$ cat config.mk
export PLATFORM = sky130hd
export DESIGN_NAME = call_panel
export DESIGN_NICKNAME = d
export VERILOG_FILES = /design/src/rtl/call_panel_pkg.sv /design/src/rtl/button_debounce.sv /design/src/rtl/call_panel.sv
export SDC_FILE = /design/constraint.sdc
export NUM_CORES = 1
export LEC_CHECK = 0
export CAP_MARGIN = 10
export CORE_UTILIZATION = 45
export DETAILED_ROUTE_END_ITERATION = 12
export PLACE_DENSITY = 0.68
export RECOVER_POWER = 50
export SETUP_SLACK_MARGIN = 0.05
export SLEW_MARGIN = 20
export SYNTH_ARGS = -nofsm -noshare
export SYNTH_HDL_FRONTEND = slang
export SYNTH_SLANG_ARGS = --single-unit
export TNS_END_PERCENT = 30
$ cat constraint.sdc
create_clock -name clk -period 2.25 [get_ports clk]
set_input_delay 0.225 -clock clk [delete_from_list [all_inputs] [get_ports clk]]
set_output_delay 0.225 -clock clk [all_outputs]
set_load 0.005 [all_outputs]
$ cat src/rtl/call_panel_pkg.sv
// rtl/call_panel_pkg.sv - shared widths, hall validity mask and door bit indices for call_panel
package call_panel_pkg;

    localparam int NUM_FLOORS = 7;
    localparam int HALL_W     = 14;
    localparam int CAR_W      = 9;

    // Floor 1 has no down call and floor 7 has no up call.
    localparam logic [HALL_W-1:0] HALL_VALID_MASK = 14'h1FFE;

    localparam int DOOR_OPEN_BIT  = 8;
    localparam int DOOR_CLOSE_BIT = 9;

endpackage

$ cat src/rtl/button_debounce.sv
// rtl/button_debounce.sv - single-bit tick-sampled debouncer with press pulse
module button_debounce #(
    parameter int DB_COUNT = 10
) (
    input  logic clk,
    input  logic reset,
    input  logic tick,
    input  logic raw,
    output logic stable,
    output logic rise
);

    localparam int             CW   = $clog2(DB_COUNT + 1);
    localparam logic [CW-1:0]  LAST = CW'(DB_COUNT - 1);

    logic [CW-1:0] agree;
    logic          flip;

    // The pulse fires in the cycle whose tick completes the run, alongside the stable update.
    assign flip = tick && (raw != stable) && (agree == LAST);
    assign rise = flip && raw;

    always_ff @(posedge clk) begin
        if (reset) begin
            agree  <= '0;
            stable <= 1'b0;
        end else if (tick) begin
            if (raw == stable) begin
                agree <= '0;
            end else if (agree == LAST) begin
                stable <= ~stable;
                agree  <= '0;
            end else begin
                agree <= agree + 1'b1;
            end
        end
    end

endmodule

$ cat src/rtl/call_panel.sv
// rtl/call_panel.sv - debounces hall/car pushbuttons and latches pending requests for the elevator
module call_panel
    import call_panel_pkg::*;
#(
    parameter int TICK_DIV = 10,
    parameter int DB_COUNT = 10
) (
    input  logic              clk,
    input  logic              reset,
    input  logic [HALL_W-1:0] rawHall,
    input  logic [CAR_W:1]    rawCar,
    input  logic [HALL_W-1:0] nextFloorButton,
    input  logic [CAR_W:1]    nextInternalButton,
    output logic [HALL_W-1:0] floorButton,
    output logic [CAR_W:1]    internalButton,
    output logic [HALL_W-1:0] hallLamp,
    output logic [NUM_FLOORS-1:0] carLamp
);

    localparam int TW = $clog2(TICK_DIV + 1);

    logic [TW-1:0]         tick_cnt;
    logic                  tick;
    logic [HALL_W-1:0]     hall_level;
    logic [HALL_W-1:0]     hall_rise;
    logic [CAR_W:1]        car_level;
    logic [CAR_W:1]        car_rise;
    logic [HALL_W-1:0]     hall_event;
    logic [NUM_FLOORS:1]   car_event;
    logic [HALL_W-1:0]     pend_h;
    logic [NUM_FLOORS:1]   pend_c;
    logic                  spare_unused;

    assign tick = (tick_cnt == TW'(TICK_DIV - 1));

    always_ff @(posedge clk) begin
        if (reset || tick) begin
            tick_cnt <= '0;
        end else begin
            tick_cnt <= tick_cnt + 1'b1;
        end
    end

    for (genvar i = 0; i < HALL_W; i++) begin : g_hall
        button_debounce #(.DB_COUNT(DB_COUNT)) u_db (
            .clk    (clk),
            .reset  (reset),
            .tick   (tick),
            .raw    (rawHall[i]),
            .stable (hall_level[i]),
            .rise   (hall_rise[i])
        );
    end

    for (genvar i = 1; i <= CAR_W; i++) begin : g_car
        button_debounce #(.DB_COUNT(DB_COUNT)) u_db (
            .clk    (clk),
            .reset  (reset),
            .tick   (tick),
            .raw    (rawCar[i]),
            .stable (car_level[i]),
            .rise   (car_rise[i])
        );
    end

    assign hall_event = hall_rise & HALL_VALID_MASK;
    assign car_event  = car_rise[NUM_FLOORS:1];

    // A fresh press wins over the elevator's clear in the same cycle.
    always_ff @(posedge clk) begin
        if (reset) begin
            pend_h <= '0;
            pend_c <= '0;
        end else begin
            pend_h <= ((pend_h & nextFloorButton) | hall_event) & HALL_VALID_MASK;
            pend_c <= (pend_c & nextInternalButton[NUM_FLOORS:1]) | car_event;
        end
    end

    assign floorButton    = pend_h | hall_event;
    assign internalButton = {car_level[DOOR_CLOSE_BIT], car_level[DOOR_OPEN_BIT], pend_c | car_event};
    assign hallLamp       = pend_h;
    assign carLamp        = pend_c;

    // Door buttons are plain levels, and hall levels are only consumed through their press pulses.
    assign spare_unused = ^{hall_level, car_level[NUM_FLOORS:1], car_rise[CAR_W:NUM_FLOORS+1],
                            nextInternalButton[CAR_W:NUM_FLOORS+1]};

endmodule

==> flow_summary.toml <==
[cells_and_area]
finish.utilization_pct = 61.7
antenna_cells = 0
nets = 1007
layout-area-overhead-vs-synth_pct = 32.1
proportion_of_layout_cells_with_a_drive_suffix_above_1_pct = 13.7

[clocking]
cts.reportedPaths.clkPinSlew_ns = 0.05
cts.path.max_buffers = 2
tritoncts = "built"
numCtsBuffers = 17
ctsHtreeMaxLevel = 4
clk_latency_ns = 0.41
clock_tree_root_buffer_cell = "sky130_fd_sc_hd__clkbuf_16"
clock_sink_count = 128

[drt]
ant_nets = 0
drtIter0Drc = 337
via_per_inst = 5.44
routed_length_per_instance_um = 13.0
via_count = 6025
wl_mm = 14.4
drt_pre_antenna_iters = 5
remaining_drc_errors = 0

[global_route]
vias_in_the_first_global_route = 5815
grt_usage_pct = 19.8
grt_max_degree = 48
overflow = 0
grt_pass1_wl_mm = 24.1
antenna_found_initial = 0

[place]
place_hpwl_mm = 9.31
preCtsSetupSlack_ns = 0.0350
io_buffers = 81
gp_routability_congestion = 0.765

[timing]
worst_slew_margin_rel_pct = 62.8
post-route-min-period_ns = 2.43
worst_pin_slew_ns = 0.558
grt_setup_unrepaired = "true"
achievable-frequency_ghz = 0.412
worst_slack_ns = -0.176
number_of_slew_limit_violations_in_the_final_report = 0
min_period_over_period_pct = 108
clock_skew_ns = 0.00445
hold_slack_ns = 0.277
final-setup-viol-count = 6
report.final.hold_viol_count = 0

[setup_path]
crit_slowest_cell = "sky130_fd_sc_hd__clkdlybuf4s50_1"
cp_data_arrival_time_ns = 2.20
critical_path.startpoint_type = "flop"
cpLargestDelayFamily = "buffers and inverters"
timing.critical_path.to_type = "output pin"
worst-endpoint-required_ns = 2.03
path_buf_inv = 3
critical_path.max_fanout = 25
timing.critical_path.cells = "inv_2 > ha_4 > nand3b_4 > buf_6 > nor3_2 > a21o_1 > clkdlybuf4s50_1"
critical_path_s_largest_stage_delay_ns = 0.50
setup.worst_path.class = "flop to output pin"

[run]
number_of_maximum_capacitance_violations = 0

[yosys]
dominant_register_cell_in_the_synthesized_netlist = "sky130_fd_sc_hd__dfxtp_1"
synth.largest_area_cell = "sky130_fd_sc_hd__dfxtp_1"
synth_enable_flop_cells = 0
post-synth-top-area-fraction_pct = 39.1
postSynthRegisterBits = 128
number_of_synthesis_warnings = 0
avgSynthCellArea_um2 = 8.22
synthesis.instances = 798
yosys.cell_types.count = 42
share_of_synthesized_area_occupied_by_flip_flops_and_latches_pct = 39.1
post_synth_main_area_contributors = "sky130_fd_sc_hd__dfxtp_1 (39%), sky130_fd_sc_hd__ha_1 (8.4%), sky130_fd_sc_hd__a21oi_1 (6.5%)"
asyncSetResetFlopFracSynth_pct = 0
syn-cell-area_um2 = 6560

[die]
core_region_area_um2 = 14000
die-area_um2 = 15100
design.portCount = 92
die_h_um = 123
initial_core_util_pct = 46.7
rows = 43
die_w_um = 123

[pwr]
power.ir.vdd_worst_uv = 577
total_power_uw = 5130
power.static_leakage_uw = 0.00320
power-per-cell-area_nw_per_um2 = 592

[outcome]
failing_checks = "negative setup slack"
run_status = "finished with violations"

[worst_hold_path]
worst_hold_path_type = "primary input to flop"
-- report_power, final --
group          total (µW)  switching (µW)  internal [µW]
Clock                2630             946           1690
Sequential           2280            5.80           2270
Combinational         217             109            108
Total                5130            1060           4070
-- state kept, by name, summed over array words and instances, names as in the netlist --
signal              count
g_car.u_db.stable       9
g_hall.u_db.stable     12
hallLamp               12
tick_cnt                4
carLamp                 7
g_hall.u_db.agree      48
g_car.u_db.agree       36
-- through the flow --
stage | cell area [µm²] | cells | TNS, ns
4_1_cts | 8550 | 1101 | -1.57
6_report | 8660 | 1108 | -0.718
2_1_floorplan | 6570 | 801 | 0
3_5_place_dp | 7610 | 1042 | 0
3_3_place_gp | 7610 | 1042 | 0
5_1_grt | 8660 | 1108 | -1.57
-- worst paths after layout --
check / cells past startpoint / start / to / slack [ns]
max reg2reg: 16 / tick_cnt[1]$_SDFF_PP0_ / hallLamp[4]$_SDFF_PP0_ / -0.12
min: 2 / reset / g_hall[12].u_db.stable$_SDFFE_PP0P_ / 0.28
min reg2reg: 2 / carLamp[1]$_SDFF_PP0_ / carLamp[1]$_SDFF_PP0_ / 0.47
max: 7 / tick_cnt[1]$_SDFF_PP0_ / internalButton[7] / -0.18
-- cell usage after synthesis (2+ instances only) --
cell	number
sky130_fd_sc_hd__dfxtp_1	128
sky130_fd_sc_hd__nand2_1	97
sky130_fd_sc_hd__a21oi_1	85
sky130_fd_sc_hd__nor2_1	76
sky130_fd_sc_hd__ha_1	44
sky130_fd_sc_hd__inv_1	42
sky130_fd_sc_hd__a31oi_1	31
sky130_fd_sc_hd__o21ai_0	25
sky130_fd_sc_hd__xnor2_1	25
sky130_fd_sc_hd__nand3_1	23
sky130_fd_sc_hd__a22oi_1	21
sky130_fd_sc_hd__nand2b_1	21
sky130_fd_sc_hd__nand3b_1	21
sky130_fd_sc_hd__nor3_1	18
sky130_fd_sc_hd__nand4_1	16
sky130_fd_sc_hd__buf_2	15
sky130_fd_sc_hd__clkbuf_1	15
sky130_fd_sc_hd__mux2i_1	14
sky130_fd_sc_hd__nor4_1	14
sky130_fd_sc_hd__or3_1	8
sky130_fd_sc_hd__buf_4	7
sky130_fd_sc_hd__nor3b_1	7
sky130_fd_sc_hd__and3b_1	5
sky130_fd_sc_hd__a311oi_1	4
sky130_fd_sc_hd__xor2_1	4
sky130_fd_sc_hd__a21bo_2	3
sky130_fd_sc_hd__a21o_1	3
sky130_fd_sc_hd__a221oi_1	3
sky130_fd_sc_hd__and2_2	3
sky130_fd_sc_hd__nor3_2	3
sky130_fd_sc_hd__a31o_2	2
sky130_fd_sc_hd__and4_1	2
sky130_fd_sc_hd__buf_6	2
sky130_fd_sc_hd__nor4b_1	2
sky130_fd_sc_hd__o21bai_1	2
-- timing repair --
action / CTS / global route
gates resized for setup: 42 / 35
setup buffers: 25 / 7
endpoints found under the setup margin: 19 / 21
endpoints found under the hold margin: 0 / 0
pin swaps: 8 / 8
hold buffers: 0 / 0
gates cloned: 2 / 0
-- cell families (layout without fill, tap and decap cells) --
logic type,after synthesis,after routing,synth area share (%)
flops,128,128,39.1
buf+inv,81,208,5.55
fa+ha+maj,44,44,8.40
xor+xnor,29,29,3.87
compound gates,181,181,16.3
other cells,1,4,0.0572
simple gates,320,320,24.6
mux,14,14,2.14
-- per-layer routing --
layer  wire length, µm  track usage, %  up-vias
met1              6180            21.7     2841
met5                 0               0        -
met3               610            4.55       26
li1                  -               -     3032
met2              7310            35.8      126
met4               282            9.68        0
-- layout by cell type, fill, tap and decap left out, types with 5 or more instances in the layout --
| cell type | count |
|---|---|
| sky130_fd_sc_hd__mux2i_1 | 14 |
| sky130_fd_sc_hd__dfxtp_1 | 124 |
| sky130_fd_sc_hd__nor3_1 | 8 |
| sky130_fd_sc_hd__or3_1 | 8 |
| sky130_fd_sc_hd__nand2_1 | 97 |
| sky130_fd_sc_hd__a22oi_1 | 21 |
| sky130_fd_sc_hd__nand4_1 | 16 |
| sky130_fd_sc_hd__clkbuf_2 | 5 |
| sky130_fd_sc_hd__inv_1 | 41 |
| sky130_fd_sc_hd__a31oi_1 | 31 |
| sky130_fd_sc_hd__nor2_1 | 76 |
| sky130_fd_sc_hd__nor3_4 | 10 |
| sky130_fd_sc_hd__clkdlybuf4s50_1 | 65 |
| sky130_fd_sc_hd__clkbuf_16 | 17 |
| sky130_fd_sc_hd__a21oi_1 | 83 |
| sky130_fd_sc_hd__nor4_1 | 14 |
| sky130_fd_sc_hd__nand2b_1 | 21 |
| sky130_fd_sc_hd__nand3b_1 | 21 |
| sky130_fd_sc_hd__ha_1 | 43 |
| sky130_fd_sc_hd__o21ai_0 | 25 |
| sky130_fd_sc_hd__nor3b_1 | 7 |
| sky130_fd_sc_hd__clkbuf_8 | 6 |
| sky130_fd_sc_hd__xnor2_1 | 25 |
| sky130_fd_sc_hd__buf_6 | 9 |
| sky130_fd_sc_hd__buf_4 | 36 |
| sky130_fd_sc_hd__buf_12 | 6 |
| sky130_fd_sc_hd__nand3_1 | 20 |
-- cell type report --
class / count / area [µm²]
Clock buffer: 27 / 523
Clock inverter: 5 / 50.0
Fill cell: 1191 / 5380
Inverter: 42 / 158
Multi-Input combinational cell: 592 / 3800
Sequential cell: 128 / 2570
Tap cell: 180 / 225
Timing Repair Buffer: 134 / 1340
No activity file was read; power rests on OpenSTA's default activity.
